[src/rtl/sync_fifo.sv]
// sync_fifo: single-clock FIFO with exact occupancy count, programmable almost flags, flush and sticky errors
// Ports: clk/reset_n (async active-low), flush (sync clear), wr_en/wr_data write side,
//        rd_en/rd_data/rd_valid read side (show-ahead when RD_FAST=1, registered when 0),
//        afull_thr/aempty_thr thresholds, err_clr clears ovf/udf,
//        count/full/empty/afull/aempty status, ovf/udf sticky error flags.
module sync_fifo #(
    parameter int W       = 8,
    parameter int DP      = 8,
    parameter int AW      = $clog2(DP),
    parameter int RD_FAST = 1
) (
    input  logic          clk,
    input  logic          reset_n,
    input  logic          flush,
    input  logic          wr_en,
    input  logic [W-1:0]  wr_data,
    input  logic          rd_en,
    output logic [W-1:0]  rd_data,
    output logic          rd_valid,
    input  logic [AW:0]   afull_thr,
    input  logic [AW:0]   aempty_thr,
    input  logic          err_clr,
    output logic [AW:0]   count,
    output logic          full,
    output logic          empty,
    output logic          afull,
    output logic          aempty,
    output logic          ovf,
    output logic          udf
);
    if (DP < 2 || DP > 256 || (DP & (DP - 1)) != 0) begin : g_bad_dp
        $error("sync_fifo: DP must be a power of two from 2 to 256");
    end

    localparam logic [AW:0] DP_CNT = (AW+1)'(DP);

    logic [W-1:0]  mem_q [DP];
    logic [AW-1:0] wr_ptr_q, wr_ptr_d, rd_ptr_q, rd_ptr_d;
    logic [AW:0]   count_q, count_d;
    logic          ovf_q, ovf_d, udf_q, udf_d;
    logic          wr_acc, rd_acc;

    assign count  = count_q;
    assign full   = count_q == DP_CNT;
    assign empty  = count_q == '0;
    assign afull  = count_q >= afull_thr;
    assign aempty = count_q <= aempty_thr;
    assign ovf    = ovf_q;
    assign udf    = udf_q;

    // Acceptance looks only at the registered count, so a same-cycle read never frees room for a write
    assign wr_acc = wr_en & ~full & ~flush;
    assign rd_acc = rd_en & ~empty & ~flush;

    always_comb begin
        wr_ptr_d = flush ? '0 : wr_ptr_q + AW'(wr_acc);
        rd_ptr_d = flush ? '0 : rd_ptr_q + AW'(rd_acc);
        count_d  = flush ? '0 : count_q + (AW+1)'(wr_acc) - (AW+1)'(rd_acc);
        // A new error event outranks a simultaneous clear
        ovf_d    = (wr_en & full & ~flush) | (ovf_q & ~err_clr);
        udf_d    = (rd_en & empty & ~flush) | (udf_q & ~err_clr);
    end

    always_ff @(posedge clk or negedge reset_n) begin
        if (!reset_n) begin
            wr_ptr_q <= '0;
            rd_ptr_q <= '0;
            count_q  <= '0;
            ovf_q    <= 1'b0;
            udf_q    <= 1'b0;
        end else begin
            wr_ptr_q <= wr_ptr_d;
            rd_ptr_q <= rd_ptr_d;
            count_q  <= count_d;
            ovf_q    <= ovf_d;
            udf_q    <= udf_d;
        end
    end

    always_ff @(posedge clk) begin
        if (wr_acc) mem_q[wr_ptr_q] <= wr_data;
    end

    if (RD_FAST != 0) begin : g_fast
        assign rd_data  = mem_q[rd_ptr_q];
        assign rd_valid = ~empty;
    end else begin : g_reg
        logic [W-1:0] rd_data_q, rd_data_d;
        logic         rd_valid_q;
        assign rd_data_d = rd_acc ? mem_q[rd_ptr_q] : rd_data_q;
        assign rd_data   = rd_data_q;
        assign rd_valid  = rd_valid_q;
        always_ff @(posedge clk or negedge reset_n) begin
            if (!reset_n) begin
                rd_data_q  <= '0;
                rd_valid_q <= 1'b0;
            end else begin
                rd_data_q  <= rd_data_d;
                rd_valid_q <= rd_acc;
            end
        end
    end
endmodule

[config.mk]
export PLATFORM = sky130hd
export DESIGN_NAME = sync_fifo
export DESIGN_NICKNAME = d
export VERILOG_FILES = /design/src/rtl/sync_fifo.sv
export SDC_FILE = /design/constraint.sdc
export NUM_CORES = 1
export LEC_CHECK = 0
export ABC_AREA = 1
export BUFFER_PORTS_ARGS = -buffer_cell sky130_fd_sc_hd__buf_2
export CAP_MARGIN = 20
export CORE_ASPECT_RATIO = 0.5
export CORE_MARGIN = 4
export CORE_UTILIZATION = 58
export CTS_CLUSTER_DIAMETER = 80
export DETAILED_ROUTE_END_ITERATION = 7
export GPL_TIMING_DRIVEN = 0
export PLACE_DENSITY = 0.76
export SLEW_MARGIN = 0
export SYNTH_ARGS = -nofsm -noshare
export SYNTH_HDL_FRONTEND = slang
export SYNTH_SLANG_ARGS = --single-unit
[constraint.sdc]
create_clock -name clk -period 2.7 [get_ports clk]
set_input_delay 0.135 -clock clk [delete_from_list [all_inputs] [get_ports clk]]
set_output_delay 0.135 -clock clk [all_outputs]
set_load 0.01 [all_outputs]
==> results of run 1 <==
==> through the flow <==
stage	area (um2)	hold slack, ps	setup WS (ps)	total power [mW]
final	4452	64.30	304.8	3.606
after global routing	4452	56.93	121.4	3.831
after CTS	4452	54.59	305.9	3.624
after detailed placement	4098	33.29	341.0	2.325
after global placement	4045	23.03	174.7	2.276
after floorplan	3740	-160.6	571.7	2.017
==> cell usage in the layout (no fill, tap or decap), types with 7 or more instances in the layout <==
cell type / n
nand2_1: 118
inv_1: 94
edfxtp_1: 64
buf_2: 43
nand3_1: 34
ha_1: 18
nor2_1: 12
dfrtp_1: 12
clkbuf_16: 9
buf_4: 8
buf_6: 7
nor3_1: 7
==> synthesized netlist by cell type (2+ instances only) <==
master and instances:
nand2_1 118, buf_2 2, buf_4 3, inv_1 94
nand3_1 34, xnor2_1 2, a21oi_1 6, buf_6 7
nor2_1 12, inv_2 2, edfxtp_1 64, o21ai_0 4
nor3_1 8, ha_1 18, dfrtp_1 12
==> state kept, by name (all words and copies together) (netlist names) <==
register	count
count	4
udf	1
ovf	1
wr_ptr_q	3
rd_ptr_q	3
mem_q	64
==> area by class of cell <==
cell class,count,area [um2]
Buffer,12,111.4
Clock inverter,6,95.09
Tap cell,88,110.1
Timing Repair Buffer,49,272.8
Sequential cell,76,2222
Fill cell,444,1704
Inverter,97,366.6
Clock buffer,10,229.0
Multi-Input combinational cell,207,1045
==> power by group <==
part	total, mW	internal [mW]	switching (mW)
clock	1.29	0.819	0.472
sequential	1.39	1.34	0.0542
combinational	0.924	0.365	0.559
==> metal layers <==
layer | wire length, um | vias to the layer above | GRT usage (%)
met3 | 784 | 18 | 8.457
met5 | 0 | - | 0
met4 | 132 | 0 | 7.682
li1 | - | 1338 | -
met1 | 3412 | 1245 | 28.72
met2 | 3788 | 127 | 37.66
==> repair_timing <==
action                                 in CTS  in global routing
hold buffers                                3                  0
buffers inserted                            0                  0
endpoints found under the hold margin      22                  0
setup endpoints to repair                   0                  0
==> critical path, delay by kind of cell (launching register included) <==
kind	cells	cell delay, ps
adder cells (fa/ha/maj)	1	210
buffers and inverters	2	400
AND/OR/NAND/NOR	3	1090
flip-flops	1	410
==> how the worst max path moves through the flow <==
stage / cells past startpoint / from / to
2_1_floorplan: 11 / count[2] / count[2]
3_3_place_gp: 5 / count[2] / mem_q[5][2]
3_5_place_dp: 6 / count[2] / mem_q[6][5]
4_1_cts: 6 / count[2] / mem_q[6][5]
5_1_grt: 6 / count[2] / mem_q[6][0]
6_report: 6 / count[2] / mem_q[6][5]
==> logic make-up (layout without fill, tap and decap cells) <==
group           after synthesis  after routing  synth area share, %
xor+xnor                      2              2               0.4685
compound gates               11             11                1.506
simple gates                175            175                19.27
flops                        76             76                59.42
buf+inv                     109            174                12.78
fa+ha+maj                    19             19                6.558
==> results.json, run 1 <==
{
  "status": "finished clean",
  "antenna_violating_nets_post_route": 0,
  "unrepaired_setup_endpoints_after_global_routing": "false",
  "r2r_start": "count[2]",
  "place.gp.congestion": 0.8242,
  "max_cap_violation_count": 0,
  "worstSetupEndpointType": "flop",
  "die_w_um": 121.6,
  "final_min_period_over_clock_period_pct": 88.71,
  "core_region_area_um2": 6156,
  "path_cells": "inv_1 > ha_1 > nand2_1 > nand3_2 > nor3_1 > buf_4",
  "critical_path.startpoint_type": "flop",
  "globalRouteOverflowTotal": 0,
  "slew_headroom_pct": 38.76,
  "fin_setup_tns_ps": 0,
  "synth.area.top_cells": "edfxtp_1 (51%), nand2_1 (12%), inv_1 (9.4%)",
  "std_cell_rows": 20,
  "io_pins": 41,
  "worst_setup_hold_path_clk_slew_ps": 60,
  "antennaDiodeCount": 0,
  "timing.critical_path.slowest_stage_cell": "nor3_1",
  "yosysSeqAreaShare_pct": 59.42,
  "synth.largest_area_cell": "edfxtp_1",
  "synth_fp_nets": 433,
  "detailedPlacementHpwl_mm": 5.523,
  "die-height_um": 64.78,
  "final-hold-violation-count": 0,
  "number_of_flops_mapped_to_enable_cells_by_yosys": 64,
  "source_to_sink_clock_delay_at_the_later_pin_of_the_worst_skew_pair_ps": 340,
  "die_outline_area_um2": 7875,
  "total_nets_final": 493,
  "cts_buffers": 9,
  "finalSetupViolCount": 0,
  "drtPass1Iterations": 5,
  "final_max_slew_viol_count": 0,
  "cts_tree": "built",
  "critPathKind": "reg -> reg",
  "dr_total_vias": 2728,
  "synth_async_sr_flop_share_pct": 15.79,
  "post-route-drc-count": 0,
  "hold_start": "wr_data[4]",
  "synthFlopType": "edfxtp_1",
  "post_cts_resized": 0,
  "power_per_cell_area_nw_per_um2": 810.1,
  "critical_path.max_fanout": 10,
  "fraction_of_final_layout_cells_sized_beyond_drive_strength_1_pct": 17.29,
  "timing.hold.worst_path_depth": 1,
  "core_occupancy_in_the_finished_layout_pct": 72.32,
  "slew_at_the_pin_closest_to_its_max_slew_limit_ps": 911.6,
  "grtUsageTotal_pct": 23.05,
  "wl_per_cell_um": 14.90,
  "number_of_global_route_vias_before_repair": 2707,
  "yosys_register_bits": 76,
  "placement.io_buffers": 39,
  "timing.critical_path.required_ps": 2750,
  "ff2ff_setup_slack_ps": 300,
  "placed_cells_incl_taps": 526,
  "irDropWorstVdd_mv": 0.5764,
  "clk_path_buf_depth": 2,
  "tritoncts_num_sinks": 76,
  "worst_endpoint_data_arrival_time_ps": 2440,
  "drt_iter0_drc": 227,
  "grt_start_max_net_pins": 15,
  "reg2regPathDepth": 6,
  "clk_root_buffer_cell": "clkbuf_16",
  "totalWireLength_mm": 8.118,
  "min_path_type": "in -> reg",
  "timing.final.crit_period_ps": 2395,
  "critical-path-max-stage-delay_ps": 770,
  "area_growth_pct": 19.04,
  "starting_density_of_the_core_pct": 60.75,
  "achievable-frequency_ghz": 0.4175,
  "synth.avg_cell_area_um2": 9.540,
  "synth-warning-count": 0,
  "power.leakage_nw": 2.208,
  "initial_antenna_violation_count": 0,
  "post_synthesis_instance_total": 392,
  "layout.cells.non_filler": 545,
  "synthDominantCellAreaShare_pct": 51.39,
  "rr_endpoint": "mem_q[6][5]",
  "post_drt_via_cell_ratio": 5.006,
  "htreeDepth": 3,
  "global_route_wire_length_before_repair_mm": 13.21,
  "yosys.cell_types.count": 21,
  "clock-skew-final_ps": 6.006,
  "synthesis.area_um2": 3740,
  "whs_endpoint": "mem_q[3][4]"
}
Note: power is estimated with default switching activity, not from simulation.
==> run 2: changes to the inputs <==
==> config.mk (replaced) <==
export PLATFORM = sky130hd
export DESIGN_NAME = sync_fifo
export DESIGN_NICKNAME = d
export VERILOG_FILES = /design/src/rtl/sync_fifo.sv
export SDC_FILE = /design/constraint.sdc
export NUM_CORES = 1
export LEC_CHECK = 0
export ABC_AREA = 0
export BUFFER_PORTS_ARGS = -buffer_cell sky130_fd_sc_hd__clkbuf_2
export CAP_MARGIN = 20
export CORE_ASPECT_RATIO = 0.5
export CORE_MARGIN = 4
export CORE_UTILIZATION = 57
export CTS_CLUSTER_DIAMETER = 80
export DETAILED_ROUTE_END_ITERATION = 7
export GPL_TIMING_DRIVEN = 1
export PLACE_DENSITY = 0.75
export SLEW_MARGIN = 0
export SYNTH_ARGS = -nofsm -noshare
export SYNTH_HDL_FRONTEND = slang
export SYNTH_SLANG_ARGS = --single-unit
==> run 2 against run 1 <==
Sequential power barely moved; die area fell by 7.7%; via count fell by 34%; final cell count fell by 40%; count of clock-buffer cells in the layout fell by 1; global-route usage fell by 4.1 points; core utilization fell by 0.31 points; critical path type unchanged.
==> results.json, run 2 <==
{
  "synth.largest_area_cell": "edfxtp_1",
  "drt_iter0_drc": 125,
  "fraction_of_final_layout_cells_sized_beyond_drive_strength_1_pct": 30.08,
  "synthDominantCellAreaShare_pct": 57.16,
  "worst_setup_hold_path_clk_slew_ps": 60,
  "critPathKind": "reg -> reg",
  "dominant_cell_by_count_in_the_synthesized_netlist": "edfxtp_1",
  "final-hold-violation-count": 0,
  "r2r_start": "count[2]",
  "dr_total_vias": 1797,
  "filler_cell_count": 345,
  "number_of_global_route_vias_before_repair": 1934,
  "power_per_cell_area_nw_per_um2": 823.9,
  "post_synthesis_instance_total": 194,
  "clk_root_buffer_cell": "clkbuf_16",
  "slew_at_the_pin_closest_to_its_max_slew_limit_ps": 713.5,
  "grtUsageTotal_pct": 19.00,
  "placement.io_buffers": 40,
  "final_max_slew_viol_count": 0,
  "rr_endpoint": "count[1]",
  "post_cts_resized": 0,
  "starting_density_of_the_core_pct": 60.18,
  "io_pins": 41,
  "whs_endpoint": "mem_q[3][2]",
  "leading_cell_types_in_the_layout_fill_and_taps_excluded": "edfxtp_1 (64), clkbuf_2 (40), inv_1 (19), ha_1 (18), mux4_1 (15)",
  "slew_headroom_pct": 52.43,
  "synthesis.area_um2": 3362,
  "status": "finished clean",
  "hold_start": "wr_data[2]",
  "std_cell_rows": 19,
  "pre_cts_slack_ps": 295.0,
  "die_outline_area_um2": 7265,
  "die-height_um": 62.31,
  "post_cts_hold_buffer_count": 2,
  "layout_commonest_cell": "edfxtp_1",
  "unrepaired_setup_endpoints_after_global_routing": "false",
  "ys_top_cells_by_count": "edfxtp_1 (64), inv_1 (19), ha_1 (18)",
  "die_w_um": 116.6,
  "timing.critical_path.slowest_stage_cell": "or3b_2",
  "total_nets_final": 293,
  "cts_setup_buffers": 0,
  "min_path_type": "in -> reg",
  "critical_path.startpoint_type": "flop",
  "cts_buffers": 9,
  "synth.area.top_cells": "edfxtp_1 (57%), mux4_1 (12%), dfrtp_1 (8.9%)",
  "power.leakage_nw": 1.611,
  "largest_register_ffs": 64,
  "largest-register": "mem_q",
  "post-route-drc-count": 0,
  "timing.final.crit_period_ps": 2393,
  "yosys_register_bits": 76,
  "detailedPlacementHpwl_mm": 3.924,
  "yosysSeqAreaShare_pct": 66.10,
  "number_of_flops_mapped_to_enable_cells_by_yosys": 64,
  "critical-path-max-stage-delay_ps": 490,
  "synth-warning-count": 0,
  "fin_setup_tns_ps": 0,
  "max_cap_violation_count": 0,
  "antenna_violating_nets_post_route": 0,
  "post_drt_via_cell_ratio": 5.462,
  "worstSetupEndpointType": "flop",
  "tritoncts_num_sinks": 76,
  "global_route_wire_length_before_repair_mm": 9.901,
  "grt_start_max_net_pins": 18,
  "antennaDiodeCount": 0,
  "final_min_period_over_clock_period_pct": 88.62,
  "clock-skew-final_ps": 5.070,
  "area_growth_pct": 19.65,
  "path_cells": "inv_1 > ha_1 > or3b_2 > nand2_1 > ha_1 > inv_1 > ha_1 > fa_1 > nor2b_1",
  "wl_per_cell_um": 18.66,
  "ff2ff_setup_slack_ps": 310,
  "achievable-frequency_ghz": 0.4179,
  "critical_path.max_fanout": 4,
  "irDropWorstVdd_mv": 0.5121,
  "yosys.cell_types.count": 25,
  "htreeDepth": 3,
  "cp_common_cell": "ha_1",
  "synth.avg_cell_area_um2": 17.33,
  "drtPass1Iterations": 4,
  "globalRouteOverflowTotal": 0,
  "worst_endpoint_data_arrival_time_ps": 2600,
  "cts_tree": "built",
  "timing.critical_path.required_ps": 2910,
  "initial_antenna_violation_count": 0,
  "reg2regPathDepth": 9,
  "finalSetupViolCount": 0,
  "timing.hold.worst_path_depth": 1,
  "totalWireLength_mm": 6.139,
  "place.gp.congestion": 0.7445,
  "synthFlopType": "edfxtp_1",
  "synth_fp_nets": 235,
  "source_to_sink_clock_delay_at_the_later_pin_of_the_worst_skew_pair_ps": 330,
  "clk_path_buf_depth": 2,
  "synth_async_sr_flop_share_pct": 15.79,
  "core_region_area_um2": 5587,
  "timing.final.ws_setup_ps": 307.3
}
==> run 2: worst max-delay path by stage <==
stage                     startpoint        to  slack, ps  depth (start not counted)
after floorplan             count[2]  count[1]        400                          9
after global placement      count[2]  count[1]        390                          9
after detailed placement    count[2]  count[1]        300                          9
after CTS                   count[2]  count[1]        290                          9
after global routing        count[2]  count[1]        180                          9
final                       count[2]  count[1]        310                          9
==> run 2: critical path: cells and delay by family, from the launching register on <==
| family | cells | cell delay, ps |
|---|---|---|
| buffers and inverters | 2 | 170 |
| flip-flops | 1 | 420 |
| AND/OR/NAND/NOR | 3 | 730 |
| adder cells (fa/ha/maj) | 4 | 960 |
==> run 2: cell type report <==
type | count | area [um2] | area share [%]
clock buffers | 9 | 225.2 | 5.599
flip-flops and latches | 76 | 2222 | 55.24
well taps | 73 | 91.34 | 2.271
multi-input cells | 93 | 1021 | 25.38
repair buffers | 53 | 302.8 | 7.527
inverters | 19 | 71.32 | 1.773
clock inverters | 6 | 88.84 | 2.208
==> run 2: cell families after synthesis <==
family          Yosys count  share of synthesized area (%)
flops                    76                          66.10
simple gates             36                          5.359
buf+inv                  25                          3.535
mux                      24                          15.07
fa+ha+maj                19                          7.295
compound gates           11                          1.861
xor+xnor                  3                         0.7817
==> run 2: metal layers <==
metal	track usage [%]	routed length (um)
met5	0	0
met4	6.438	72
met3	7.856	418
met2	29.34	2913
met1	24.47	2736
==> run 2: metrics by stage <==
stage	std cells	power, mW	hold WS [ps]	area, um2	utilization (%)
2_1_floorplan	194	1.871	-160.6	3362	-
3_3_place_gp	312	2.059	38.47	3689	66.02
3_5_place_dp	312	2.089	40.94	3689	66.02
4_1_cts	329	3.350	62.89	4023	72.00
5_1_grt	329	3.504	69.40	4023	72.00
6_report	329	3.314	78.83	4023	72.00
==> run 2: power breakdown <==
group,internal [mW],switching (mW),total (mW)
clock network,0.804,0.447,1.25
registers,1.33,0.0573,1.39
logic,0.325,0.346,0.671
total,2.46,0.851,3.31
